### src/rtl/axi_wr_master.sv
// AXI4 write-burst initiator: user data staged in a 16-deep FWFT FIFO, then one AW, a W burst and one B per wr_trig.
// W streams from the FIFO head and stalls (never bubbles) when it runs dry; define WR_BRESP_CHK_EN for a sticky wr_err.
module axi_wr_master #(
  parameter int ADDR_WIDTH = 26,
  parameter int DATA_WIDTH = 32,
  parameter int FIFO_AW    = 4
) (
  input  logic                    clk,
  input  logic                    rst_n,
  input  logic                    wr_trig,
  input  logic [7:0]              wr_len,
  input  logic [ADDR_WIDTH-1:0]   wr_addr,
  input  logic [DATA_WIDTH-1:0]   wr_data,
  input  logic                    wr_data_en,
  output logic                    wr_full,
  output logic                    wr_ready,
  output logic                    wr_done,
  output logic                    axi_awvalid,
  input  logic                    axi_awready,
  output logic [ADDR_WIDTH-1:0]   axi_awaddr,
  output logic [7:0]              axi_awlen,
  output logic                    axi_wvalid,
  input  logic                    axi_wready,
  output logic [DATA_WIDTH-1:0]   axi_wdata,
  output logic [DATA_WIDTH/8-1:0] axi_wstrb,
  output logic                    axi_wlast,
  input  logic                    axi_bvalid,
  output logic                    axi_bready,
  input  logic [1:0]              axi_bresp
`ifdef WR_BRESP_CHK_EN
  ,
  output logic                    wr_err
`endif
);
  localparam int DEPTH = 1 << FIFO_AW;

  typedef enum logic [2:0] {S_IDLE, S_AW, S_W, S_B, S_DONE} state_t;

  state_t                r_state, w_state_nxt;
  logic                  r_awvalid, w_awvalid_nxt;
  logic [ADDR_WIDTH-1:0] r_awaddr, w_awaddr_nxt;
  logic [7:0]            r_awlen, w_awlen_nxt;
  logic [7:0]            r_beat, w_beat_nxt;
  logic                  r_bready, w_bready_nxt;
  logic                  w_trig_acc;

  logic [DATA_WIDTH-1:0] r_mem [DEPTH];
  logic [FIFO_AW:0]      r_wptr, r_rptr;
  logic                  w_full, w_empty, w_push, w_pop, w_wlast;

  // Full is judged on pointers alone, so a push alongside a pop while full is still dropped.
  assign w_full  = (r_wptr[FIFO_AW] != r_rptr[FIFO_AW]) &&
                   (r_wptr[FIFO_AW-1:0] == r_rptr[FIFO_AW-1:0]);
  assign w_empty = (r_wptr == r_rptr);
  assign w_push  = wr_data_en && !w_full;
  assign w_pop   = axi_wvalid && axi_wready;
  assign w_wlast = axi_wvalid && (r_beat == r_awlen);

  always_ff @(posedge clk) begin
    if (!rst_n) begin
      r_wptr <= '0;
      r_rptr <= '0;
    end else begin
      if (w_push) r_wptr <= r_wptr + 1'b1;
      if (w_pop)  r_rptr <= r_rptr + 1'b1;
    end
  end

  always_ff @(posedge clk) begin
    if (w_push) r_mem[r_wptr[FIFO_AW-1:0]] <= wr_data;
  end

  always_ff @(posedge clk) begin
    if (!rst_n) begin
      r_state   <= S_IDLE;
      r_awvalid <= 1'b0;
      r_awaddr  <= '0;
      r_awlen   <= '0;
      r_beat    <= '0;
      r_bready  <= 1'b0;
    end else begin
      r_state   <= w_state_nxt;
      r_awvalid <= w_awvalid_nxt;
      r_awaddr  <= w_awaddr_nxt;
      r_awlen   <= w_awlen_nxt;
      r_beat    <= w_beat_nxt;
      r_bready  <= w_bready_nxt;
    end
  end

  always_comb begin
    w_state_nxt   = r_state;
    w_awvalid_nxt = r_awvalid;
    w_awaddr_nxt  = r_awaddr;
    w_awlen_nxt   = r_awlen;
    w_beat_nxt    = r_beat;
    w_bready_nxt  = r_bready;
    w_trig_acc    = 1'b0;
    case (r_state)
      S_IDLE: begin
        if (wr_trig && (wr_len != 8'd0)) begin
          w_trig_acc    = 1'b1;
          w_awaddr_nxt  = wr_addr;
          w_awlen_nxt   = wr_len - 8'd1;
          w_awvalid_nxt = 1'b1;
          w_state_nxt   = S_AW;
        end
      end
      S_AW: begin
        if (axi_awready) begin
          w_awvalid_nxt = 1'b0;
          w_beat_nxt    = 8'd0;
          w_state_nxt   = S_W;
        end
      end
      S_W: begin
        if (w_pop) begin
          w_beat_nxt = r_beat + 8'd1;
          if (w_wlast) begin
            w_bready_nxt = 1'b1;
            w_state_nxt  = S_B;
          end
        end
      end
      S_B: begin
        if (axi_bvalid) begin
          w_bready_nxt = 1'b0;
          w_state_nxt  = S_DONE;
        end
      end
      S_DONE:  w_state_nxt = S_IDLE;
      default: w_state_nxt = S_IDLE;
    endcase
  end

  assign wr_full     = w_full;
  assign wr_ready    = (r_state == S_IDLE);
  assign wr_done     = (r_state == S_DONE);
  assign axi_awvalid = r_awvalid;
  assign axi_awaddr  = r_awaddr;
  assign axi_awlen   = r_awlen;
  assign axi_wvalid  = (r_state == S_W) && !w_empty;
  assign axi_wdata   = r_mem[r_rptr[FIFO_AW-1:0]];
  assign axi_wstrb   = '1;
  assign axi_wlast   = w_wlast;
  assign axi_bready  = r_bready;

`ifdef WR_BRESP_CHK_EN
  logic r_err;
  always_ff @(posedge clk) begin
    if (!rst_n)                                        r_err <= 1'b0;
    else if (w_trig_acc)                               r_err <= 1'b0;
    else if (axi_bvalid && r_bready && (axi_bresp != 2'b00)) r_err <= 1'b1;
  end
  assign wr_err = r_err;
`else
  logic w_unused;
  assign w_unused = ^{axi_bresp, w_trig_acc};
`endif

endmodule
### config.mk
export PLATFORM = sky130hd
export DESIGN_NAME = axi_wr_master
export DESIGN_NICKNAME = d
export VERILOG_FILES = /design/src/rtl/axi_wr_master.sv
export SDC_FILE = /design/constraint.sdc
export NUM_CORES = 1
export LEC_CHECK = 0
export CAP_MARGIN = 15
export CORE_UTILIZATION = 45
export DETAILED_ROUTE_END_ITERATION = 8
export DONT_BUFFER_PORTS = 1
export GPL_ROUTABILITY_DRIVEN = 0
export PLACE_DENSITY = 0.57
export RECOVER_POWER = 50
export SLEW_MARGIN = 20
export SYNTH_ARGS = -nofsm -noshare
export SYNTH_HDL_FRONTEND = slang
export SYNTH_SLANG_ARGS = --single-unit
### constraint.sdc
create_clock -name clk -period 8.61 [get_ports clk]
set_input_delay 1.722 -clock clk [delete_from_list [all_inputs] [get_ports clk]]
set_output_delay 1.722 -clock clk [all_outputs]
set_load 0.05 [all_outputs]
## Word-level counts from Yosys, hierarchy flattened

Memories as Yosys holds them, arrays and structs flattened. A register that Yosys moved wholly into a read port is not among the register bits.
Cells that the tools add are included.

- Add/sub/neg operators: 4
- Equal/unequal tests: 13
- Mux-type cells: 20
- Reduce and logical (&&, ||, !) cells: 18

Operators with widths:

| cell | number |
|---|---|
| $mux 8 | 2 |
| $pmux 8 s2 | 1 |
| $mux 3 | 5 |
| $pmux 3 s4 | 1 |
| $add 5x1->5 const B | 2 |
| $add 8x1->8 const B | 1 |
| $eq 8x8->1 | 1 |
| $mux 4 | 2 |
| $ne 2x2->1 const B | 4 |
| $reduce_bool 8->1 | 1 |
| $sub 8x1->8 const B | 1 |
| $mux 1 | 7 |
| $eq 3x2->1 const B | 2 |
| $logic_and 1x1->1 | 6 |
| $reduce_and 3->1 | 2 |
| $reduce_bool 2->1 | 3 |
| $eq 5x5->1 | 1 |
| $reduce_and 5->1 | 1 |
| $eq 4x4->1 | 1 |
| $pmux 1 s2 | 2 |
| $reduce_and 4->1 | 1 |
| $eq 3x1->1 const B | 1 |
| $eq 3x3->1 const B | 1 |
| $logic_not 3->1 | 1 |
| other kinds (4) | 5 |

- Register bits after elaboration: 57
- Memory bits (writable): 512
- Logic and storage cells: 64
- Memories kept: 1

Memory list:

| name | depth | width | rd ports | clocked after memory_dff | write ports | line | text |
|---|---|---|---|---|---|---|---|
| r_mem | 16 | 32 | 1 | 1 | 1 | 47 | `logic [DATA_WIDTH-1:0] r_mem [DEPTH];` |

## Depth between registers and ports, before layout

- Depth in word-level cells: 7
- Depth in mapped cells: 8
- Mapped depth without buffers: 7

## Worst setup path before layout

OpenSTA, ideal clock, no wires.

- Path type: input -> register
- From: input port wr_data_en
- To: memory r_mem[3][0] (enable)
- Data arrival time: 4078 ps
- Required time: 8149 ps
- Path slack: 4071 ps
- Cell stages on the path: 2
- Path buffers: 0
- Cells stage by stage: o211ai_1 > nor3_1

- Longest elaborated chain between the ends: 3

Ends and longest elaborated chain:

| what | line | text |
|---|---|---|
| start, declared | 14 | `input logic wr_data_en,` |
| $logic_and 1x1->1 | 55 | `assign w_push = wr_data_en && !w_full;` |
| $mux 1 | 70 | `if (w_push) r_mem[r_wptr[FIFO_AW-1:0]] <= wr_data;` |
| $mux 1 (not written as such) | 70 |  |
| end, declared | 47 |  |

No other way between the ends.

==> metrics.md <==
| Metric | Value |
|---|---|
| Max transition margin | -87.6% |
| Worst path max stage delay | 0.76 ns |
| Critical Path Source Type | flop |
| Final ANT Viol Nets | 0 |
| Most frequent cells in the layout | edfxtp_1, mux4_2, nand2_1, clkbuf_16, dfxtp_1 |
| TritonCTS clock tree | built |
| Pwr Density | 238 mW/mm2 |
| Maximum VDD drop | 0.160 mV |
| Critical path class | reg2out |
| Width of the die | 224 um |
| Die area | 0.0500 mm2 |
| CP max FO | 98 |
| Htree depth | 2 |
| Synth area leaders | edfxtp_1, mux4_2, dfxtp_1 |
| Average wire per standard cell | 26.4 um |
| Area growth from synthesis to layout | 11.9% |
| Setup violators final | 0 |
| Antenna violations before repair | 0 |
| Synth warn | 0 |
| # resized after CTS | 0 |
| Clk_lat worst skew | 0.61 ns |
| Crit path cell chain | buf_12 -> mux4_2 -> mux4_2 |
| Crit end category | output port |
| Outcome | finished with violations |
| Filler cells | 3835 |
| RSZ-0062 raised after global routing | no |
| # clock sinks | 573 |
| Min cycle time layout | 5.16 ns |
| Leakage | 7.68 nW |
| Detail Placement HPWL | 23300 um |
| Final net count | 1165 |
| First-pass GRT wire length | 68900 um |
| Final Max Tran Viols | 33 |
| Yosys top cell area share | 69.6% |
| Global route overflow | 0 |
| Final Hold Fails | 0 |
| Number of flops mapped to enable cells by yosys | 512 |
| Port-buffer cells | 0 |
| Asr flop ratio synth | 0% |
| Failing checks | capacitance limit, slew limit |
| Worst endpoint required time | 6.89 ns |
| Total power draw | 5.88 mW |
| Layout Skew | 0.0122 ns |
| Setup ws final | 3.45 ns |
| Worst EP arrival | 3.44 ns |
| HP Class | reg2reg |
| Unique masters post-synth | 47 |
| Fraction of layout cells with a size suffix above 1 | 25.6% |
| Tot GR Track Use | 19.0% |
| FMAX | 194 MHz |
| Drt total wl | 46100 um |
| Max-cap viol count | 1 |
| Root buffer cell | clkbuf_16 |
| Top_reg_cell synth | edfxtp_1 |
| Starting Density | 46.0% |
| Largest net degree at the start of global routing | 99 |
| Syn_area_per_cell | 21.0 um2 |
| CTS Buffer Depth | 3 |
| # Post-CTS Setup Buffers | 0 |
| Synth area leader | edfxtp_1 |
| Top-level I/O count | 152 |
| Drt first pass iters | 6 |
| Die Height | 224 um |
| Place WS | 3.95 ns |
| Drt drc | 0 |
| CP dominant cell by count | mux4_2 |
| Post-synthesis sequential area ratio | 75.1% |
| Commonest non-fill, non-tap cell in the layout | edfxtp_1 |
| Synth Register Bits | 573 |
| Number of CTS-inserted buffers | 59 |
| Via/cell ratio | 5.77 |
| WHS | 0.509 ns |
| Worst slew pin tran | 2.81 ns |
| Cell Area, Synth | 0.0221 mm2 |
| Post-route clock period utilization | 59.9% |
| Reg area | 0.0166 mm2 |
| DRT iter0 DRCs | 920 |
| FP Rows | 80 |
| Routed via count | 10083 |
| Hold_buf cts | 0 |
| Vias in the first global route | 10758 |
| Post-route setup TNS | 0 ns |
| Area of the multi-input gates | 0.00525 mm2 |
| Max stage delay cell, worst path | dfxtp_4 |
| Cells after Synth | 1055 |
| Clk slew on worst S/H paths | 0.06 ns |
| CORE AREA | 0.0480 mm2 |
| N_diodes | 0 |
per-stage QoR:
stage	util [%]	instances	cell area, um2
final	51.5	1746	24700
after global routing	51.5	1746	24700
after CTS	51.5	1746	24700
after detailed placement	47.5	1636	22800
after global placement	47.5	1636	22800
after floorplan	-	1058	22100
worst max-delay path: cells and delay by family, from the launching register on:
family   cells  cell delay (ns)
flops        1             0.76
mux          2             1.28
buf+inv      1             0.70
power by group:
part | switching (mW) | internal, mW | leakage [nW] | total, mW
clock | 1.04 | 1.47 | 0.939 | 2.50
combinational | 0.144 | 0.0706 | 1.62 | 0.215
sequential | 0.0822 | 3.08 | 5.13 | 3.16
total | 1.26 | 4.61 | 7.68 | 5.88
path summary, 6_finish.rpt:
| kind | endpoint | slack (ns) | depth (start not counted) | from |
|---|---|---|---|---|
| worst max-delay path | axi_wdata[9] | 3.45 | 3 | flop |
| worst min-delay path | r_wptr[4] | 0.51 | 2 | r_wptr[4] |
| worst max register to register | r_mem[7][12] | 4.83 | 5 | r_wptr[3] |
| worst min register to register | r_wptr[4] | 0.51 | 2 | r_wptr[4] |
cell type report:
| type | count | share of cell area, % |
|---|---|---|
| multi-input cells | 419 | 21.2 |
| clock buffers | 72 | 6.33 |
| flip-flops and latches | 573 | 67.1 |
| well taps | 615 | 3.11 |
| clock inverters | 38 | 1.39 |
| repair buffers | 22 | 0.703 |
| inverters | 7 | 0.106 |
synth_stat cells (3+ instances only):
| library cell | n |
|---|---|
| inv_1 | 7 |
| nor3_1 | 6 |
| ha_1 | 8 |
| buf_4 | 4 |
| and3_1 | 18 |
| xor2_1 | 11 |
| o32ai_1 | 3 |
| buf_2 | 14 |
| clkbuf_1 | 34 |
| nand2b_1 | 3 |
| xnor2_1 | 12 |
| o31ai_1 | 4 |
| edfxtp_1 | 512 |
| dfxtp_1 | 61 |
| mux4_2 | 160 |
| o211a_1 | 8 |
| or3_1 | 3 |
| a21oi_1 | 7 |
| nand4_1 | 3 |
| nand3b_1 | 5 |
| nand2_1 | 72 |
| buf_6 | 3 |
| nor2b_1 | 3 |
| a21boi_0 | 29 |
| and2_1 | 6 |
| o21ai_0 | 10 |
| nor2_1 | 9 |
| o211ai_1 | 6 |
| nand3_1 | 9 |
| buf_1 | 4 |
state kept, by name (all words and copies together), names as in the netlist, named ones only:
name,cells
r_state,3
r_rptr,5
axi_bready,1
axi_awlen,8
axi_awvalid,1
r_wptr,5
axi_awaddr,26
r_beat,8
r_mem,512
cell families after synthesis:
| kind of cell | after synthesis | synth area share [%] |
|---|---|---|
| DFF | 573 | 75.1 |
| buffers and inverters | 66 | 1.37 |
| and+or+nand+nor | 149 | 3.40 |
| adders and majority gates | 8 | 0.453 |
| xor gates and xnor gates | 23 | 0.911 |
| other | 1 | 0.0170 |
| AOI/OAI and AO/OA | 74 | 2.42 |
| muxes | 161 | 16.3 |
routing by layer:
layer / track usage, % / wire (um) / up-vias
li1: - / - / 4397
met1: 26.0 / 20000 / 5329
met2: 30.5 / 22200 / 292
met3: 4.42 / 3020 / 65
met4: 5.61 / 904 / 0
met5: 0 / 0 / -
(Power assumes the default switching activity.)
